**src/rtl/dac_scale_sequencer_if.sv**
```systemverilog
// Valid/ready stream bundle shared by the scale-sequencer ports.
//   valid : source has a beat on data
//   ready : sink accepts the beat this cycle
//   data  : beat payload, WIDTH bits
// master drives valid/data, slave drives ready.
interface dac_scale_sequencer_if #(
    parameter int unsigned WIDTH = 16
) ();
    logic             valid;
    logic             ready;
    logic [WIDTH-1:0] data;

    modport master (output valid, output data, input ready);
    modport slave  (input valid, input data, output ready);
endinterface

```
**src/rtl/dac_scale_sequencer.sv**
```systemverilog
// Owns the prescaler's scale factor. A new scale factor is applied only after
// every beat already inside the prescaler has come out. Input data is held off
// while the change is in progress, so no output beat mixes two scale factors.
// Ports:
//   clk, reset     : clock, synchronous active-high reset
//   scale_in       : requested scale factor (slave stream)
//   data_in        : upstream sample beats (slave stream)
//   data_out       : beats to the prescaler (master stream)
//   scale_out      : current scale factor to the prescaler, valid always high
//   pre_out_valid  : prescaler output valid (monitor)
//   pre_out_ready  : prescaler output ready (monitor)
//   busy           : high while a scale change is in progress
//   overflow       : sticky, the in-flight count tried to exceed MAX_IN_FLIGHT
module dac_scale_sequencer #(
    parameter int unsigned SAMPLE_WIDTH     = 16,
    parameter int unsigned PARALLEL_SAMPLES = 16,
    parameter int unsigned SCALE_WIDTH      = 18,
    parameter int unsigned SCALE_FRAC_BITS  = 16,
    parameter int unsigned MAX_IN_FLIGHT    = 8,
    parameter int unsigned SETTLE_CYCLES    = 3
) (
    input  logic                         clk,
    input  logic                         reset,
    dac_scale_sequencer_if.slave         scale_in,
    dac_scale_sequencer_if.slave         data_in,
    dac_scale_sequencer_if.master        data_out,
    dac_scale_sequencer_if.master        scale_out,
    input  logic                         pre_out_valid,
    input  logic                         pre_out_ready,
    output logic                         busy,
    output logic                         overflow
);
    localparam int unsigned DATA_W   = SAMPLE_WIDTH * PARALLEL_SAMPLES;
    localparam int unsigned CNT_W    = $clog2(MAX_IN_FLIGHT + 1);
    localparam int unsigned SETTLE_W = (SETTLE_CYCLES > 1) ? $clog2(SETTLE_CYCLES) : 1;

    localparam logic [SCALE_WIDTH-1:0] SCALE_ONE   = SCALE_WIDTH'(1) << SCALE_FRAC_BITS;
    localparam logic [CNT_W-1:0]       CNT_MAX     = CNT_W'(MAX_IN_FLIGHT);
    localparam logic [SETTLE_W-1:0]    SETTLE_LOAD =
        (SETTLE_CYCLES > 0) ? SETTLE_W'(SETTLE_CYCLES - 1) : '0;

    typedef enum logic [1:0] {
        ST_RUN,
        ST_DRAIN,
        ST_UPDATE,
        ST_SETTLE
    } state_e;

    state_e                  state_q, state_d;
    logic [SCALE_WIDTH-1:0]  scale_q, scale_d;
    logic [CNT_W-1:0]        in_flight_q, in_flight_d;
    logic [SETTLE_W-1:0]     settle_q, settle_d;
    logic                    overflow_q, overflow_d;

    logic                    run_c;
    logic                    inc_c;
    logic                    dec_c;
    logic                    unused_scale_ready;

    // The prescaler always takes scale_factor, so its ready carries no information.
    assign unused_scale_ready = scale_out.ready;

    assign run_c = (state_q == ST_RUN);
    assign inc_c = run_c && data_in.valid && data_out.ready;
    assign dec_c = pre_out_valid && pre_out_ready;

    // Data path is a straight wire; only the handshake is gated.
    assign data_out.data  = DATA_W'(data_in.data);
    assign data_out.valid = run_c && data_in.valid;
    assign data_in.ready  = run_c && data_out.ready;

    assign scale_in.ready  = (state_q == ST_UPDATE);
    assign scale_out.valid = 1'b1;
    assign scale_out.data  = scale_q;

    assign busy     = !run_c;
    assign overflow = overflow_q;

    // State and counter registers.
    always_ff @(posedge clk) begin
        if (reset) begin
            state_q     <= ST_RUN;
            scale_q     <= SCALE_ONE;
            in_flight_q <= '0;
            settle_q    <= '0;
            overflow_q  <= 1'b0;
        end else begin
            state_q     <= state_d;
            scale_q     <= scale_d;
            in_flight_q <= in_flight_d;
            settle_q    <= settle_d;
            overflow_q  <= overflow_d;
        end
    end

    // Next-state, in-flight tracking and scale update.
    always_comb begin
        state_d     = state_q;
        scale_d     = scale_q;
        in_flight_d = in_flight_q;
        settle_d    = settle_q;
        overflow_d  = overflow_q;

        // Simultaneous entry and exit leaves the count unchanged.
        if (inc_c && !dec_c) begin
            if (in_flight_q == CNT_MAX) begin
                overflow_d = 1'b1;
            end else begin
                in_flight_d = in_flight_q + CNT_W'(1);
            end
        end else if (dec_c && !inc_c && (in_flight_q != '0)) begin
            in_flight_d = in_flight_q - CNT_W'(1);
        end

        case (state_q)
            ST_RUN: begin
                if (scale_in.valid) begin
                    state_d = ST_DRAIN;
                end
            end
            ST_DRAIN: begin
                if (in_flight_q == '0) begin
                    state_d = ST_UPDATE;
                end
            end
            ST_UPDATE: begin
                // A request withdrawn before UPDATE is dropped without touching the scale.
                if (scale_in.valid) begin
                    scale_d = scale_in.data;
                    if (SETTLE_CYCLES == 0) begin
                        state_d = ST_RUN;
                    end else begin
                        settle_d = SETTLE_LOAD;
                        state_d  = ST_SETTLE;
                    end
                end else begin
                    state_d = ST_RUN;
                end
            end
            ST_SETTLE: begin
                if (settle_q == '0) begin
                    state_d = ST_RUN;
                end else begin
                    settle_d = settle_q - SETTLE_W'(1);
                end
            end
            default: begin
                state_d = ST_RUN;
            end
        endcase
    end
endmodule

```
**src/flat_wrapper.sv**
```systemverilog
// flat-port wrapper written by rule: the top's interface ports become plain ports
module dac_scale_sequencer_flat 
#(
    parameter int unsigned SAMPLE_WIDTH     = 16,
    parameter int unsigned PARALLEL_SAMPLES = 16,
    parameter int unsigned SCALE_WIDTH      = 18,
    parameter int unsigned SCALE_FRAC_BITS  = 16,
    parameter int unsigned MAX_IN_FLIGHT    = 8,
    parameter int unsigned SETTLE_CYCLES    = 3
)
  (clk, reset, pre_out_valid, pre_out_ready, busy, overflow, scale_in_valid, scale_in_data, scale_in_ready, data_in_valid, data_in_data, data_in_ready, data_out_valid, data_out_data, data_out_ready, scale_out_valid, scale_out_data, scale_out_ready);
  dac_scale_sequencer_if #(.WIDTH((18))) scale_in_i ();
  dac_scale_sequencer_if #(.WIDTH((256))) data_in_i ();
  dac_scale_sequencer_if #(.WIDTH((256))) data_out_i ();
  dac_scale_sequencer_if #(.WIDTH((18))) scale_out_i ();
  input  logic clk;
  input  logic reset;
  input  logic pre_out_valid;
  input  logic pre_out_ready;
  output logic busy;
  output logic overflow;
  input wire logic [$bits(scale_in_i.valid)-1:0] scale_in_valid;
  input wire logic [$bits(scale_in_i.data)-1:0] scale_in_data;
  output wire logic [$bits(scale_in_i.ready)-1:0] scale_in_ready;
  input wire logic [$bits(data_in_i.valid)-1:0] data_in_valid;
  input wire logic [$bits(data_in_i.data)-1:0] data_in_data;
  output wire logic [$bits(data_in_i.ready)-1:0] data_in_ready;
  output wire logic [$bits(data_out_i.valid)-1:0] data_out_valid;
  output wire logic [$bits(data_out_i.data)-1:0] data_out_data;
  input wire logic [$bits(data_out_i.ready)-1:0] data_out_ready;
  output wire logic [$bits(scale_out_i.valid)-1:0] scale_out_valid;
  output wire logic [$bits(scale_out_i.data)-1:0] scale_out_data;
  input wire logic [$bits(scale_out_i.ready)-1:0] scale_out_ready;
  assign scale_in_i.valid = scale_in_valid;
  assign scale_in_i.data = scale_in_data;
  assign scale_in_ready = scale_in_i.ready;
  assign data_in_i.valid = data_in_valid;
  assign data_in_i.data = data_in_data;
  assign data_in_ready = data_in_i.ready;
  assign data_out_valid = data_out_i.valid;
  assign data_out_data = data_out_i.data;
  assign data_out_i.ready = data_out_ready;
  assign scale_out_valid = scale_out_i.valid;
  assign scale_out_data = scale_out_i.data;
  assign scale_out_i.ready = scale_out_ready;
  dac_scale_sequencer #(.SAMPLE_WIDTH(SAMPLE_WIDTH), .PARALLEL_SAMPLES(PARALLEL_SAMPLES), .SCALE_WIDTH(SCALE_WIDTH), .SCALE_FRAC_BITS(SCALE_FRAC_BITS), .MAX_IN_FLIGHT(MAX_IN_FLIGHT), .SETTLE_CYCLES(SETTLE_CYCLES)) u_core (.clk(clk), .reset(reset), .scale_in(scale_in_i), .data_in(data_in_i), .data_out(data_out_i), .scale_out(scale_out_i), .pre_out_valid(pre_out_valid), .pre_out_ready(pre_out_ready), .busy(busy), .overflow(overflow));
endmodule
```
**config.mk**
```make
export PLATFORM = sky130hd
export DESIGN_NAME = dac_scale_sequencer_flat
export DESIGN_NICKNAME = d
export VERILOG_FILES = /design/src/rtl/dac_scale_sequencer_if.sv /design/src/rtl/dac_scale_sequencer.sv /design/src/flat_wrapper.sv
export SDC_FILE = /design/constraint.sdc
export NUM_CORES = 1
export LEC_CHECK = 0
export CORE_AREA = 5 5 214 216
export DETAILED_ROUTE_END_ITERATION = 8
export DIE_AREA = 0 0 219 221
export PLACE_DENSITY = 0.46
export SYNTH_ARGS = -nofsm -noshare
export SYNTH_HDL_FRONTEND = slang
export SYNTH_SLANG_ARGS = --single-unit
export TNS_END_PERCENT = 100
```
**constraint.sdc**
```tcl
create_clock -name clk -period 6.2 [get_ports clk]
set_input_delay 0.93 -clock clk [delete_from_list [all_inputs] [get_ports clk]]
set_output_delay 0.93 -clock clk [all_outputs]
set_load 0.05 [all_outputs]
```
Yosys cells after proc, flatten, opt, wreduce, memory -nomap -nowiden
Cells that the tools add are included.

Output and inout bits: 280. Register bits after elaboration: 27.

Equal/unequal tests: 10. Reductions and logical operators: 21. Muxes and demuxes: 11. $add $sub $neg: 3.

Operators with widths (number): $mux 2 (6); $mux 4 (3); $ne 2x2->1 const B (4); $pmux 2 s4 (1); $logic_and 1x1->1 (7); $reduce_and 2->1 (3); $reduce_and 3->1 (2); $add 4x1->4 const B (1); $eq 2x2->1 const B (2); $eq 4x4->1 const B (1); $logic_not 2->1 (2); $logic_not 4->1 (1); $ne 2x1->1 const B (2); $pmux 2 s2 (1); $reduce_bool 2->1 (2); $reduce_bool 4->1 (1); $sub 4x1->4 const B (1); $logic_not 1->1 (3); $eq 2x1->1 const B (1); $sub 2x1->2 const B (1).

Longest topological paths before layout
Depth in word-level cells: 8. Depth in mapped cells: 8. Mapped depth without buffers: 7.

Worst setup path after synthesis
No wires, ideal clock.

Path type: input -> register. From: in data_in_valid. To: reg u_core.in_flight_q[3]. Data required time: 6.079 ns. Path buffers: 0. Library setup time: 0.121 ns. Arrival: 2.553 ns. Stages on the path: 7. Setup slack: 3.526 ns. Path through: nor4bb_4 > nand2_1 > ha_1 > a21o_1 > a221oi_1 > o22ai_2 > mux2_4.

Longest elaborated chain between the ends: 7.

RTL lines: start, declared (RTL line flat_wrapper.sv:25) `input wire logic [$bits(data_in_i.valid)-1:0] data_in_valid;`; $logic_and 1x1->1 * (2 in a row) (RTL line dac_scale_sequencer.sv:64) `assign inc_c = run_c && data_in.valid && data_out.ready;`; $logic_not 1->1 (RTL line dac_scale_sequencer.sv:111) `end else if (dec_c && !inc_c && (in_flight_q != '0)) begin`; $logic_and 1x1->1 (2 in a row) (RTL line dac_scale_sequencer.sv:111); $reduce_bool 2->1 (no line); $reduce_and 2->1 (no line); end signal, assigned (RTL line dac_scale_sequencer.sv:90) `in_flight_q <= in_flight_d;`; end, declared (RTL line dac_scale_sequencer.sv:51) `logic [CNT_W-1:0] in_flight_q, in_flight_d;`.

Mark *: on every way between the ends. The rest lies on a longest branch, timed or not. A chain may end at the register's enable or synchronous reset.

Worst setup path after layout
From: in data_in_valid. To: out data_out_valid.

Longest elaborated chain between the ends: 1.

RTL lines: $logic_and 1x1->1 (RTL line dac_scale_sequencer.sv:69) `assign data_out.valid = run_c && data_in.valid;`; end, declared (RTL line flat_wrapper.sv:28) `output wire logic [$bits(data_out_i.valid)-1:0] data_out_valid;`.

Every way passes these cells.

==> summary by stage <==
Outcome
The run finished with clean final reports.

Detailed routing
The detailed-router iteration count before antenna repair is 4. For this block, wires on met1 add up to 2.79 mm. The first routing iteration left 67 violations.

For this block, the routed nets add up to 10.9 mm of wire. The detail route stage leaves a number of antenna-violating nets equal to 0. In the detailed route, the total length drawn on met2 is 4.63 mm.

In the final routed layout, each cell accounts on average for 13.9 µm. The total via count in the routed design is 1,595. Dividing the detail-routed via count by the number of cells gives 2.02.

The DRC violation count after routing is 0. Detailed routing placed a total of 2.00 mm of wire on met3. The highest routed metal layer is met4.

STA
The minimum period implied by the final worst setup slack is 3.33 ns. For the final database, setup skew stands at 0.00576 ns. Setup total negative slack on the finished layout was measured at 0 ns. Timing would allow up to 0.300 GHz. The final-report hold violation count is 0. The headroom to the max-slew limit is 39.4%.

The final critical-path share of the clock period is 53.7%. The final-report setup violation count is 0. Setup repair after global routing left no endpoint under its margin. The max-slew violation count is 0. The actual transition at the worst max-transition pin is 0.907 ns.

Hold timing on the final database bottoms out at a slack of 0.456 ns.

Synthesis
When the netlist entered floorplanning its net count stood at 697. Counting flops with an async set or reset pin after synthesis yields a share of 0%. The Yosys step of the flow raised 0 warnings. The sequential element share of the synthesized area is 16.8%. The synthesized instance count is 411. The average footprint of a synthesized cell is 7.83 µm².

The synthesized design contains 27 register bits. The combined area of all synthesized cells is 0.00322 mm². The number of enable-type register cells in the synthesized netlist is 0. The leading register cell type out of synthesis is sky130_fd_sc_hd__dfxtp_1.

The number of distinct standard cells referenced by the synthesized netlist is 41.

Pwr
Combinational logic is responsible for 27.3% of the overall power. The clock network burns 33.0% of the power. The reported leakage power is 0.000649 µW. The net switching power is 172 µW.

Of the total power, registers draw 39.6%. Total power for the finished layout comes to 506 µW. The switching share of total power is 34.0%.

IR analysis of the VDD net gives a maximum drop of 79.7 µV. The ratio of total power to cell area is 200 mW/mm². The cell-internal power is 334 µW.

CTS
After clock tree synthesis, the setup repair step added 0 buffers. Buffers inserted to repair hold after CTS numbered 0. Buffers inserted during clock tree synthesis total 3. The H-tree level count is 1. The clock passes through at most 2 buffers. TritonCTS built the clock tree.

Clock-pin slew was measured on the worst setup and hold paths at 0.08 ns. Gates resized during post-CTS repair numbered 0. For the worst-skew pair, the clock arrives at the later sink with an insertion delay of 0.28 ns. The root buffer cell is sky130_fd_sc_hd__clkbuf_16. The clock sink count is 27.

Layout
At the end of the flow the core is filled with cells to 5.78%. The fraction of layout cells with a size suffix above 1 is 6.57%. The antenna diode count is 0. The area growth from synthesis to layout is -21.4%. The net count of the finished layout is 485. The area of combinational cells with multiple inputs is 676 µm².

The number of filler cells placed in the layout is 5,225. Once layout is done, the placed cells without fillers occupy 0.00253 mm². The combined flip-flop and latch cell area is 541 µm².

Floorplan
The number of core rows is 77. In this run the vertical extent of the chip is 221 µm. Once the floorplan was initialized, standard cells occupied 7.36% of the core.

The die covers 0.0484 mm². The die is 219 µm wide. The total area inside the core boundary comes to 0.0437 mm². The number of primary I/O pins is 562.

Min path
The class of the tightest hold or removal check is flop to flop. The launch point of the worst hold path is u_core.scale_out.data[10]$_SDFFE_PP0P_.

Worst setup path
The critical path capture point type is an output port. Along the worst path, the maximum fanout reaches 3. The worst endpoint data arrival time is 2.40 ns.

The classification of the worst setup path is input port to output port. The critical path data required time is 5.27 ns. The startpoint of the worst setup timing path is data_in_valid. The worst register-to-register path begins at u_core.state_q[1]$_SDFFE_PP0P_.

The sort of element at the start of the critical path is an input port.

Place
The count of buffers inserted at the top-level ports is 47. The detailed placement HPWL is 8.82 mm. The cell area reported after detailed placement is 0.00245 mm². The final weighted congestion of routability-driven global placement is 0.585.

GRT
The maximum number of pins on one net before global-route repair is 29. The number of antenna violations at the first check in global routing is 0. Global routing consumed, over all layers together, 4.25% of the routing resources. The first global-routing pass estimated 14.2 mm of wire. The via count of the first global-routing pass came to 1,718.

For this run the aggregate overflow at the end of global routing stands at 0.

Flow run
The number of max-cap violations is 0.
==> flip-flops by register name, summed over array words and instances (netlist names) <==
register               cells
u_core.overflow            1
u_core.state_q             2
u_core.settle_q            2
u_core.in_flight_q         4
u_core.scale_out.data     18
==> worst paths after layout <==
kind / to / depth (start not counted) / slack, ns
setup / recovery: data_out_valid / 4 / 2.87
hold / removal: u_core.scale_out.data[10]$_SDFFE_PP0P_ / 2 / 0.46
setup reg to reg: u_core.in_flight_q[3]$_SDFFE_PP0P_ / 7 / 3.82
hold reg to reg: u_core.scale_out.data[10]$_SDFFE_PP0P_ / 2 / 0.46
==> stage by stage <==
step           setup slack (ns)  instances
3_5_place_dp               2.79        786
4_1_cts                    2.86        790
2_1_floorplan              3.53        411
3_3_place_gp               2.78        786
6_report                   2.87        790
5_1_grt                    2.77        790
==> power by group through the flow <==
stage | clock, µW | combinational (µW) | sequential (µW)
2_1_floorplan | 0 | 531 | 212
3_3_place_gp | 0 | 140 | 204
3_5_place_dp | 0 | 141 | 205
4_1_cts | 189 | 141 | 201
5_1_grt | 192 | 152 | 203
6_report | 167 | 138 | 200
==> layout make-up <==
class                   count  area share, %
inverters                   4          0.594
well taps                 592           29.3
clock buffers               4           3.12
flip-flops and latches     27           21.4
repair buffers             48           18.9
multi-input cells         115           26.7
==> cell usage in the layout (no fill, tap or decap), drive strengths merged, types with 2 or more instances in the layout <==
master / n
nand3b: 2
clkbuf: 4
nor2b: 2
a21oi: 22
nand2: 42
o21ai: 3
inv: 4
a221oi: 2
and2: 2
nand2b: 2
nor2: 5
nand3: 3
clkdlybuf4s50: 47
ha: 3
nor3: 6
dfxtp: 27
==> logic make-up (layout without fill, tap and decap cells) <==
| kind of cell | after synthesis | count (layout) | synth area share [%] |
|---|---|---|---|
| buffers and inverters | 269 | 56 | 62.2 |
| and+or+nand+nor | 72 | 72 | 11.5 |
| AOI/OAI and AO/OA | 35 | 35 | 6.49 |
| DFF | 27 | 27 | 16.8 |
| adders and majority gates | 4 | 4 | 1.79 |
| muxes | 2 | 2 | 0.777 |
| other | 1 | 1 | 0.117 |
| xor gates and xnor gates | 1 | 1 | 0.272 |
==> Yosys cell counts (3+ instances only) <==
cell	instances	share of area, %
sky130_fd_sc_hd__buf_6	3	1.0
sky130_fd_sc_hd__dfxtp_1	27	17
sky130_fd_sc_hd__nor3_1	4	0.62
sky130_fd_sc_hd__nand3_1	3	0.47
sky130_fd_sc_hd__buf_4	258	60
sky130_fd_sc_hd__inv_1	4	0.47
sky130_fd_sc_hd__clkbuf_1	3	0.35
sky130_fd_sc_hd__o21ai_0	3	0.47
sky130_fd_sc_hd__nand2_1	42	4.9
sky130_fd_sc_hd__nor2_1	5	0.58
sky130_fd_sc_hd__a21oi_1	22	3.4
sky130_fd_sc_hd__ha_1	3	1.2
==> metal layers <==
layer | vias to the layer above | GRT usage (%)
met4 | 0 | 5.57
li1 | 610 | -
met3 | 130 | 3.29
met5 | - | 0
met1 | 621 | 3.08
met2 | 234 | 6.15
==> critical path: stages <==
cell and delay (ns):
sky130_fd_sc_hd__clkdlybuf4s50_1 0.52, sky130_fd_sc_hd__inv_1 0.05, sky130_fd_sc_hd__nor2_1 0.09, sky130_fd_sc_hd__clkdlybuf4s50_1 0.80
Power figures use the tool's default switching activity.
